==> config.mk <==
export PLATFORM = sky130hd
export DESIGN_NAME = dqsw_wrlvl_trainer
export DESIGN_NICKNAME = d
export VERILOG_FILES = /design/src/rtl/ddr3_train_pkg.sv /design/src/rtl/dqsw_fb_filter.sv /design/src/rtl/dqsw_wrlvl_trainer.sv
export SDC_FILE = /design/constraint.sdc
export NUM_CORES = 1
export LEC_CHECK = 0
export CORE_MARGIN = 5
export CORE_UTILIZATION = 40
export CTS_CLUSTER_DIAMETER = 50
export CTS_CLUSTER_SIZE = 25
export DETAILED_ROUTE_END_ITERATION = 8
export SYNTH_ARGS = -nofsm -noshare
export SYNTH_HDL_FRONTEND = slang
export SYNTH_SLANG_ARGS = --single-unit
==> constraint.sdc <==
create_clock -name FAB_CLK -period 1.9 [get_ports FAB_CLK]
set_input_delay 0.57 -clock FAB_CLK [delete_from_list [all_inputs] [get_ports FAB_CLK]]
set_output_delay 0.57 -clock FAB_CLK [all_outputs]
set_load 0.005 [all_outputs]
==> src/rtl/ddr3_train_pkg.sv <==
// rtl/ddr3_train_pkg.sv - shared types and constants for DDR3 write-leveling training
package ddr3_train_pkg;

  typedef enum logic [2:0] {
    ST_IDLE,
    ST_LOAD,
    ST_PULSE,
    ST_SETTLE,
    ST_SAMPLE,
    ST_MOVE,
    ST_DONE,
    ST_FAIL
  } train_state_t;

  localparam logic [1:0] DQS_PULSE = 2'b01;
  localparam logic [1:0] DQS_OE_ON = 2'b11;
  localparam logic [1:0] DQS_OFF   = 2'b00;

  localparam int DEF_MAX_TAPS      = 128;
  localparam int DEF_SETTLE_CYCLES = 16;

endpackage

==> src/rtl/dqsw_fb_filter.sv <==
// rtl/dqsw_fb_filter.sv - DQ feedback filter: pass-through, or 2-of-3 vote with DQSW_WRLVL_MAJORITY_EN
module dqsw_fb_filter
  import ddr3_train_pkg::*;
(
`ifdef DQSW_WRLVL_MAJORITY_EN
  input  logic clk,
  input  logic rst_n,
  input  logic i_clear,
`endif
  input  logic i_strobe,
  input  logic i_fb,
  output logic o_valid,
  output logic o_fb
);

`ifdef DQSW_WRLVL_MAJORITY_EN
  logic [1:0] r_vote_cnt;
  logic [1:0] r_samples;

  // First two samples are stored; the third completes the vote combinationally.
  always_ff @(posedge clk or negedge rst_n) begin
    if (!rst_n) begin
      r_vote_cnt <= 2'd0;
      r_samples  <= 2'b00;
    end else if (i_clear) begin
      r_vote_cnt <= 2'd0;
    end else if (i_strobe) begin
      if (r_vote_cnt == 2'd2) begin
        r_vote_cnt <= 2'd0;
      end else begin
        r_samples[r_vote_cnt[0]] <= i_fb;
        r_vote_cnt               <= r_vote_cnt + 2'd1;
      end
    end
  end

  assign o_valid = i_strobe && (r_vote_cnt == 2'd2);
  assign o_fb    = (r_samples[0] & r_samples[1]) | (r_samples[0] & i_fb) | (r_samples[1] & i_fb);
`else
  assign o_valid = i_strobe;
  assign o_fb    = i_fb;
`endif

endmodule

==> src/rtl/dqsw_wrlvl_trainer.sv <==
// rtl/dqsw_wrlvl_trainer.sv - DDR3 byte-lane write-leveling DQSW sweep; DQSW_WRLVL_MAJORITY_EN enables 2-of-3 voting
module dqsw_wrlvl_trainer
  import ddr3_train_pkg::*;
#(
  parameter int MAX_TAPS      = DEF_MAX_TAPS,
  parameter int TAP_W         = 8,
  parameter int SETTLE_CYCLES = DEF_SETTLE_CYCLES,
  parameter int CNT_W         = 5
) (
  input  logic             FAB_CLK,
  input  logic             ARST_N,
  input  logic             train_start,
  output logic             train_busy,
  output logic             train_done,
  output logic             train_fail,
  output logic [TAP_W-1:0] tap_value,
  output logic [1:0]       TX_DATA_0,
  output logic [1:0]       OE_DATA_0,
  input  logic [1:0]       RX_DATA_0,
  output logic             DELAY_LINE_LOAD_0,
  output logic             DELAY_LINE_MOVE_0,
  output logic             DELAY_LINE_DIRECTION_0,
  input  logic             DELAY_LINE_OUT_OF_RANGE_0,
  output logic             ODT_EN_0
);

  train_state_t     r_state;
  logic [TAP_W-1:0] r_tap;
  logic [CNT_W-1:0] r_settle;
  logic             r_seen_low;
  logic             r_busy, r_done, r_fail, r_load, r_move, r_dir;
  logic [1:0]       r_tx, r_oe;
  logic             w_fb, w_fb_valid, w_fb_filt, w_sample, w_idle_like;

  // A split 01/10 readback means the edge is mid-transition; treat it as not yet high.
  assign w_fb        = RX_DATA_0[1] & RX_DATA_0[0];
  assign w_sample    = (r_state == ST_SAMPLE);
  assign w_idle_like = (r_state == ST_IDLE) || (r_state == ST_DONE) || (r_state == ST_FAIL);

  dqsw_fb_filter u_fb_filter (
`ifdef DQSW_WRLVL_MAJORITY_EN
    .clk      (FAB_CLK),
    .rst_n    (ARST_N),
    .i_clear  (w_idle_like),
`endif
    .i_strobe (w_sample),
    .i_fb     (w_fb),
    .o_valid  (w_fb_valid),
    .o_fb     (w_fb_filt)
  );

  always_ff @(posedge FAB_CLK or negedge ARST_N) begin
    if (!ARST_N) begin
      r_state    <= ST_IDLE;
      r_tap      <= '0;
      r_settle   <= '0;
      r_seen_low <= 1'b0;
      r_busy     <= 1'b0;
      r_done     <= 1'b0;
      r_fail     <= 1'b0;
      r_load     <= 1'b0;
      r_move     <= 1'b0;
      r_dir      <= 1'b0;
      r_tx       <= DQS_OFF;
      r_oe       <= DQS_OFF;
    end else begin
      r_load <= 1'b0;
      r_move <= 1'b0;
      r_tx   <= DQS_OFF;
      r_oe   <= DQS_OFF;
      case (r_state)
        ST_IDLE, ST_DONE, ST_FAIL: begin
          if (train_start) begin
            r_state    <= ST_LOAD;
            r_tap      <= '0;
            r_seen_low <= 1'b0;
            r_done     <= 1'b0;
            r_fail     <= 1'b0;
            r_busy     <= 1'b1;
            r_dir      <= 1'b1;
            r_load     <= 1'b1;
          end
        end
        ST_LOAD: begin
          r_state <= ST_PULSE;
          r_tx    <= DQS_PULSE;
          r_oe    <= DQS_OE_ON;
        end
        ST_PULSE: begin
          r_state  <= ST_SETTLE;
          r_settle <= CNT_W'(SETTLE_CYCLES - 1);
        end
        ST_SETTLE: begin
          if (r_settle == '0) r_state <= ST_SAMPLE;
          else                r_settle <= r_settle - 1'b1;
        end
        ST_SAMPLE: begin
          if (!w_fb_valid) begin
            r_state <= ST_PULSE;
            r_tx    <= DQS_PULSE;
            r_oe    <= DQS_OE_ON;
          end else if (w_fb_filt && r_seen_low) begin
            r_state <= ST_DONE;
            r_done  <= 1'b1;
            r_busy  <= 1'b0;
            r_dir   <= 1'b0;
          end else begin
            if (!w_fb_filt) r_seen_low <= 1'b1;
            if ((r_tap == TAP_W'(MAX_TAPS - 1)) || DELAY_LINE_OUT_OF_RANGE_0) begin
              r_state <= ST_FAIL;
              r_fail  <= 1'b1;
              r_busy  <= 1'b0;
              r_dir   <= 1'b0;
            end else begin
              r_state <= ST_MOVE;
              r_move  <= 1'b1;
            end
          end
        end
        ST_MOVE: begin
          r_state <= ST_PULSE;
          r_tap   <= r_tap + 1'b1;
          r_tx    <= DQS_PULSE;
          r_oe    <= DQS_OE_ON;
        end
        default: r_state <= ST_IDLE;
      endcase
    end
  end

  assign train_busy             = r_busy;
  assign train_done             = r_done;
  assign train_fail             = r_fail;
  assign tap_value              = r_tap;
  assign TX_DATA_0              = r_tx;
  assign OE_DATA_0              = r_oe;
  assign DELAY_LINE_LOAD_0      = r_load;
  assign DELAY_LINE_MOVE_0      = r_move;
  assign DELAY_LINE_DIRECTION_0 = r_dir;
  assign ODT_EN_0               = 1'b0;

endmodule

==> key figures, run 1 <==
Power
  – Tot Pwr: 1.84 mW
  – Peak supply drop: 0.000472 V
  – Leakage: 0.678 nW
  – Power Density: 1190 nW/µm²

Final layout
  – Nets: 162
  – Share of layout cells above drive strength 1: 12.4%
  – Final non-filler cell total: 186
  – Multi-input logic area: 592 µm²
  – Fill count: 277
  – Number of antenna diodes: 0
  – FF/Latch Area: 578 µm²
  – Synth-to-layout area growth: 25.1%

Synth
  – Commonest cells in the netlist: dfrtp_1, o21ai_0, nand2_1, nand3_1
  – Area leader, netlist: dfrtp_1
  – Top cells by area, synth: dfrtp_1, mux2i_1, o21ai_0
  – Post-synth cell types: 41
  – Cells after Synth: 126
  – Synth top area share: 46.5%
  – Seq cells post-synth: 23
  – Synthesized cell area: 1240 µm²
  – Ys async rst share: 100%
  – Main synth FF type: dfrtp_1
  – Post-Syn Area per Cell: 9.82 µm²
  – Warnings from Yosys: 0
  – Post-synth EDFFs: 0
  – Post-synthesis sequential area ratio: 46.5%
  – Most numerous cell in the Yosys netlist: dfrtp_1

Clock network
  – Hold-fix buffers, CTS: 0
  – TritonCTS Buffers: 3
  – CTS tree: done
  – Worst-Skew Late Latency: 0.31 ns
  – Clk slew on worst S/H paths: 0.13 ns
  – Clock sink total: 23
  – Root buffer cell: clkbuf_4
  – CTS max path bufs: 2
  – H-tree depth: 1

STA
  – F_max: 541 MHz
  – Crit share post-route: 97.2%
  – Final hold viol count: 0
  – RSZ-0062 raised after global routing: false
  – Minimum clock period after layout: 1.85 ns
  – Endpoints failing setup: 0
  – Layout Skew: 0.00124 ns
  – Pins Over Slew Limit: 0

Setup path
  – Worst path buffer plus inverter count: 1
  – Critical path endpoint category: output port
  – Critical Path RT: 1.33 ns
  – CP max stage delay: 0.52 ns
  – Worst EP arrival: 1.28 ns
  – Cell Chain, Critical Path: clkdlybuf4s50_1
  – CP Class: reg -> out
  – Worst-path fanout max: 7
  – Critical Path Source Type: flop
  – CP max-delay cell: clkdlybuf4s50_1
  – CP top delay family: buffers and inverters

Routing
  – Vias post-DR: 1055
  – DR DRC count: 0
  – Routed length per instance: 14.4 µm
  – DR WL met2: 1210 µm
  – Detailed Routing Iterations Pass 1: 4
  – Starting DRT DRC Count: 65
  – Via density: 5.67
  – Top Layer Used: met4
  – M1 WL: 1350 µm
  – WL final: 2680 µm
  – WL met3: 98 µm
  – Final ANT Viol Nets: 0

Die
  – Die Ht: 65.6 µm
  – Initial Util: 41.2%
  – Die X: 65.6 µm
  – I/O pin count: 25
  – Die Area: 4310 µm²
  – Core ar.: 3000 µm²
  – Core Rows: 20

Run
  – Max-cap violations: 0

Placed design
  – Final GP Congestion: 0.725
  – Dpl hpwl: 1970 µm
  – Port bufs: 22
  – Placed Cells: 179

Global route
  – GRT Util Overall: 13.9%
  – First-pass GRT wire length: 4690 µm
  – Total grt overflow: 0
  – Number of global-route vias before repair: 1035
  – Pin count of the biggest net entering global routing: 24
  – Initial antenna violation count: 0

Worst hold path
  – Hold Crit Class: reg -> reg

Run status
  – Outcome: finished clean
-- metrics by stage --
step	hold WS [ns]	cell area, µm²	utilization (%)	worst slack, ns	setup TNS, ns
floorplan	0.274	1240	-	0.411	0
global placement	0.501	1500	49.8	-0.172	-1.24
detailed placement	0.494	1500	49.8	-0.177	-1.28
CTS	0.513	1520	50.7	0.0244	0
global route	0.537	1550	51.5	0.00817	0
finish	0.513	1550	51.5	0.0526	0
-- placed cells by master (no fill, tap or decap), types with 3 or more instances in the layout --
cell type,instances
nor3_1,5
clkbuf_4,3
nand3_1,7
nand2b_1,5
inv_1,4
nand2_1,7
dfrtp_1,21
a21oi_1,5
nor2_1,4
clkdlybuf4s50_1,22
o21ai_0,8
nand4_1,5
buf_4,10
mux2i_1,4
-- layer usage --
layer / vias to the layer above / track usage, %
met3: 2 / 2.39
met5: - / 0
met2: 22 / 22.3
met1: 514 / 18.9
li1: 517 / -
met4: 0 / 4.66
-- state kept, by name, indices dropped and copies added, names as in the netlist --
name	flops
DELAY_LINE_LOAD_0	1
tap_value	8
OE_DATA_0	1
r_state	3
train_done	1
DELAY_LINE_MOVE_0	1
DELAY_LINE_DIRECTION_0	1
train_fail	1
r_settle	5
r_seen_low	1
-- final timing paths --
path                                           from                        to  slack, ns  cells past startpoint
min in group asynchronous                    ARST_N   r_settle[2]$_DFFE_PN0P_       0.59                      2
max in group asynchronous                    ARST_N  tap_value[3]$_DFFE_PN0P_       1.06                      2
setup reg to reg            r_settle[0]$_DFFE_PN0P_    r_state[0]$_DFFE_PN0P_       0.24                      5
hold reg to reg            tap_value[7]$_DFFE_PN0P_  tap_value[7]$_DFFE_PN0P_       0.51                      1
setup / recovery           tap_value[2]$_DFFE_PN0P_              tap_value[2]       0.05                      1
hold / removal             tap_value[7]$_DFFE_PN0P_  tap_value[7]$_DFFE_PN0P_       0.51                      1
-- where the power goes --
group / total (mW) / internal (mW) / leakage (nW) / switching [mW]
clock: 0.231 / 0.0819 / 0.0150 / 0.149
combinational: 0.823 / 0.472 / 0.377 / 0.351
sequential: 0.786 / 0.641 / 0.286 / 0.145
total: 1.84 / 1.20 / 0.678 / 0.645
-- kinds of logic (layout without fill, tap and decap cells) --
family	count (synthesis)	after routing	share of synthesized area (%)
other	1	2	0.303
muxes	6	6	5.06
DFF	23	23	46.5
AOI/OAI and AO/OA	34	34	18.8
and+or+nand+nor	46	46	21.3
adders and majority gates	2	2	2.02
buffers and inverters	14	40	5.97
-- area by class of cell --
cell class,count,share of cell area [%]
well taps,33,2.67
clock buffers,4,1.70
multi-input cells,90,38.2
repair buffers,32,19.1
inverters,4,0.970
flip-flops and latches,23,37.3
-- repair_timing --
| item | 4_1_cts | 5_1_grt |
|---|---|---|
| endpoints found under the setup margin | 1 | 3 |
| buffers inserted | 0 | 3 |
| resized for setup | 1 | 1 |
No activity file was read; power rests on OpenSTA's default activity.
==> run 2, diff against run 1 <==
- HOLD_SLACK_MARGIN: not set -> 0.15
==> results of run 2 <==
No change in the layout: final DEF, timing and power equal those of run 1.
==> run 3, diff against run 2 <==
- ABC_AREA: not set -> 1
- GPL_ROUTABILITY_DRIVEN: not set -> 1
- PLACE_DENSITY: not set -> 0.65
==> run 3 against run 2 <==
Against the previous run: register-to-register slack better by 0.06 ns; first-iteration DRC count down 58%; design area shrank 2.7%; flip-flop and latch count stayed put; count of clock-buffer cells in the layout decreased by 1; non-clock buffer count is 2 lower; worst hold slack got worse by 0.026 ns; utilization rose by 2.1 points; via count is 6.2% lower; clock power barely moved; maximum frequency grew 0.55%; routed wire length is 9.9% lower; highest routed layer unchanged.
==> key figures, run 3 <==
Run status
  – Outcome: finished clean

Die
  – Die X: 64.6 µm
  – Die Ht: 64.6 µm
  – Core Rows: 19
  – Core ar.: 2810 µm²
  – I/O pin count: 25
  – Initial Util: 42.5%
  – Die Area: 4170 µm²

Final layout
  – Leading cell types in the layout, fill and taps excluded: nand2_1, dfrtp_1, clkdlybuf4s50_1
  – Largest register FFs: 8
  – Commonest non-fill, non-tap cell in the layout: nand2_1
  – Number of antenna diodes: 0
  – Final non-filler cell total: 209
  – Finished Cell Area: 1510 µm²
  – Nets: 187
  – Synth-to-layout area growth: 26.2%
  – Share of layout cells above drive strength 1: 15.7%

Clock network
  – Clk slew on worst S/H paths: 0.13 ns
  – Clock sink total: 23
  – Worst-Skew Late Latency: 0.31 ns
  – CTS max path bufs: 2
  – H-tree depth: 1
  – CTS tree: done
  – Root buffer cell: clkbuf_4
  – TritonCTS Buffers: 3
  – Hold-fix buffers, CTS: 0

Setup path
  – Cell Chain, Critical Path: clkdlybuf4s50_1
  – Worst path depth: 1
  – Worst path buffer plus inverter count: 1
  – CP max-delay cell: clkdlybuf4s50_1
  – Worst EP arrival: 1.27 ns
  – CP max stage delay: 0.53 ns
  – Flop2flop setup slack: 0.30 ns
  – CP top delay family: buffers and inverters
  – CP Class: reg -> out
  – Critical Path Source Type: flop
  – Crit path launch: tap_value[0]$_DFFE_PN0P_
  – Critical path endpoint category: output port
  – R2R Path End: r_settle[1]$_DFFE_PN0P_
  – Worst-path fanout max: 4
  – R2R depth: 7
  – Critical Path RT: 1.33 ns
  – Worst Setup EP: tap_value[0]
  – RR Startpoint: r_settle[0]$_DFFE_PN0P_

Synth
  – Synthesized cell area: 1190 µm²
  – Commonest cells in the netlist: nand2_1, dfrtp_1, inv_1
  – Main synth FF type: dfrtp_1
  – Top cells by area, synth: dfrtp_1, nand2_1, inv_1
  – Post-synth EDFFs: 0
  – Post-synth cell types: 27
  – Synth top area share: 48.3%
  – Post-synthesis sequential area ratio: 48.3%
  – Seq cells post-synth: 23
  – Ys async rst share: 100%
  – Post-Syn Area per Cell: 8.06 µm²
  – Warnings from Yosys: 0
  – Most numerous cell in the Yosys netlist: nand2_1
  – Area leader, netlist: dfrtp_1
  – Cells after Synth: 148

Worst hold path
  – Hold Crit Class: reg -> reg

Routing
  – Vias post-DR: 990
  – Starting DRT DRC Count: 27
  – DR DRC count: 0
  – Routed length per instance: 11.5 µm
  – WL final: 2410 µm
  – Detailed Routing Iterations Pass 1: 5
  – Via density: 4.74
  – Final ANT Viol Nets: 0

STA
  – Pins Over Slew Limit: 0
  – Endpoints failing setup: 0
  – Minimum clock period after layout: 1.84 ns
  – F_max: 544 MHz
  – Layout Skew: 0.00423 ns
  – RSZ-0062 raised after global routing: false
  – Crit share post-route: 96.7%
  – Final worst setup slack: 0.0627 ns
  – Final hold viol count: 0
  – Setup TNS: 0 ns

Power
  – Leakage: 0.768 nW
  – Peak supply drop: 0.000789 V
  – Power Density: 1310 nW/µm²

Placed design
  – Dpl hpwl: 1820 µm
  – Placed inst area: 1430 µm²
  – Port bufs: 22
  – Placed Cells: 198
  – Dpl ws: 0.162 ns
  – Final GP Congestion: 0.833

Global route
  – Initial antenna violation count: 0
  – Number of global-route vias before repair: 934
  – GRT Util Overall: 12.7%
  – Total grt overflow: 0
  – First-pass GRT wire length: 4170 µm
  – Pin count of the biggest net entering global routing: 24

Run
  – Max-cap violations: 0
[run 3: cell types whose count changed after synthesis, sizes merged, moves of 3 or more]
cell    previous run  this run
nor3               5         0
inv                4        23
mux2i              4         0
nand4              5         2
nand2b             5         0
nand2              8        42
nor2               4        16
nand3              7        11
clkbuf             3         0
[run 3: cell type report]
class	count	area (µm²)
clock inverters	1	5.00
well taps	31	38.8
inverters	24	91.3
flip-flops and latches	23	576
clock buffers	3	22.5
fillers	272	1300
multi-input cells	97	492
repair buffers	30	280
[run 3: worst min-delay path by stage]
stage                           start                            endpoint  cells past startpoint
2_1_floorplan                  ARST_N  DELAY_LINE_DIRECTION_0$_DFFE_PN0P_                      0
3_3_place_gp   train_fail$_DFFE_PN0P_              train_fail$_DFFE_PN0P_                      2
3_5_place_dp   train_fail$_DFFE_PN0P_              train_fail$_DFFE_PN0P_                      2
4_1_cts        train_fail$_DFFE_PN0P_              train_fail$_DFFE_PN0P_                      2
5_1_grt        train_fail$_DFFE_PN0P_              train_fail$_DFFE_PN0P_                      2
6_report       train_fail$_DFFE_PN0P_              train_fail$_DFFE_PN0P_                      2
[run 3: through the flow]
step / hold slack (ns) / util [%] / power [mW]
global route: 0.523 / 53.7 / 2.17
finish: 0.486 / 53.7 / 1.97
CTS: 0.490 / 51.8 / 1.96
detailed placement: 0.458 / 50.8 / 1.71
floorplan: 0.274 / - / 1.40
global placement: 0.454 / 50.8 / 1.69
[run 3: worst reg2reg max path, delay by kind of cell (launching register included)]
family          cells  cell delay [ns]
buf+inv             2             0.24
simple gates        2             0.27
compound gates      2             0.37
fa+ha+maj           1             0.20
flops               1             0.43
[run 3: timing repair]
item | 4_1_cts | 5_1_grt
setup endpoints to repair | 0 | 5
gates resized for setup | 0 | 0
setup buffers | 0 | 7
[run 3: power by group]
group          switching, mW  internal (mW)
Sequential             0.110          0.640
Clock                  0.154         0.0787
Combinational          0.543          0.442
Total                  0.808           1.16
[run 3: layer usage]
| metal | routed length [µm] | track usage (%) |
|---|---|---|
| met3 | 98 | 2.76 |
| met4 | 41 | 5.54 |
| met5 | 0 | 0 |
| met2 | 1140 | 20.5 |
| met1 | 1130 | 16.4 |
[run 3: cells by family after synthesis]
family | Yosys count | share of synthesized area (%)
flip-flops | 23 | 48.3
AND/OR/NAND/NOR | 73 | 28.2
other | 1 | 0.314
AO/OA/AOI/OAI | 20 | 10.3
adder cells (fa/ha/maj) | 2 | 2.10
buffers and inverters | 29 | 10.8
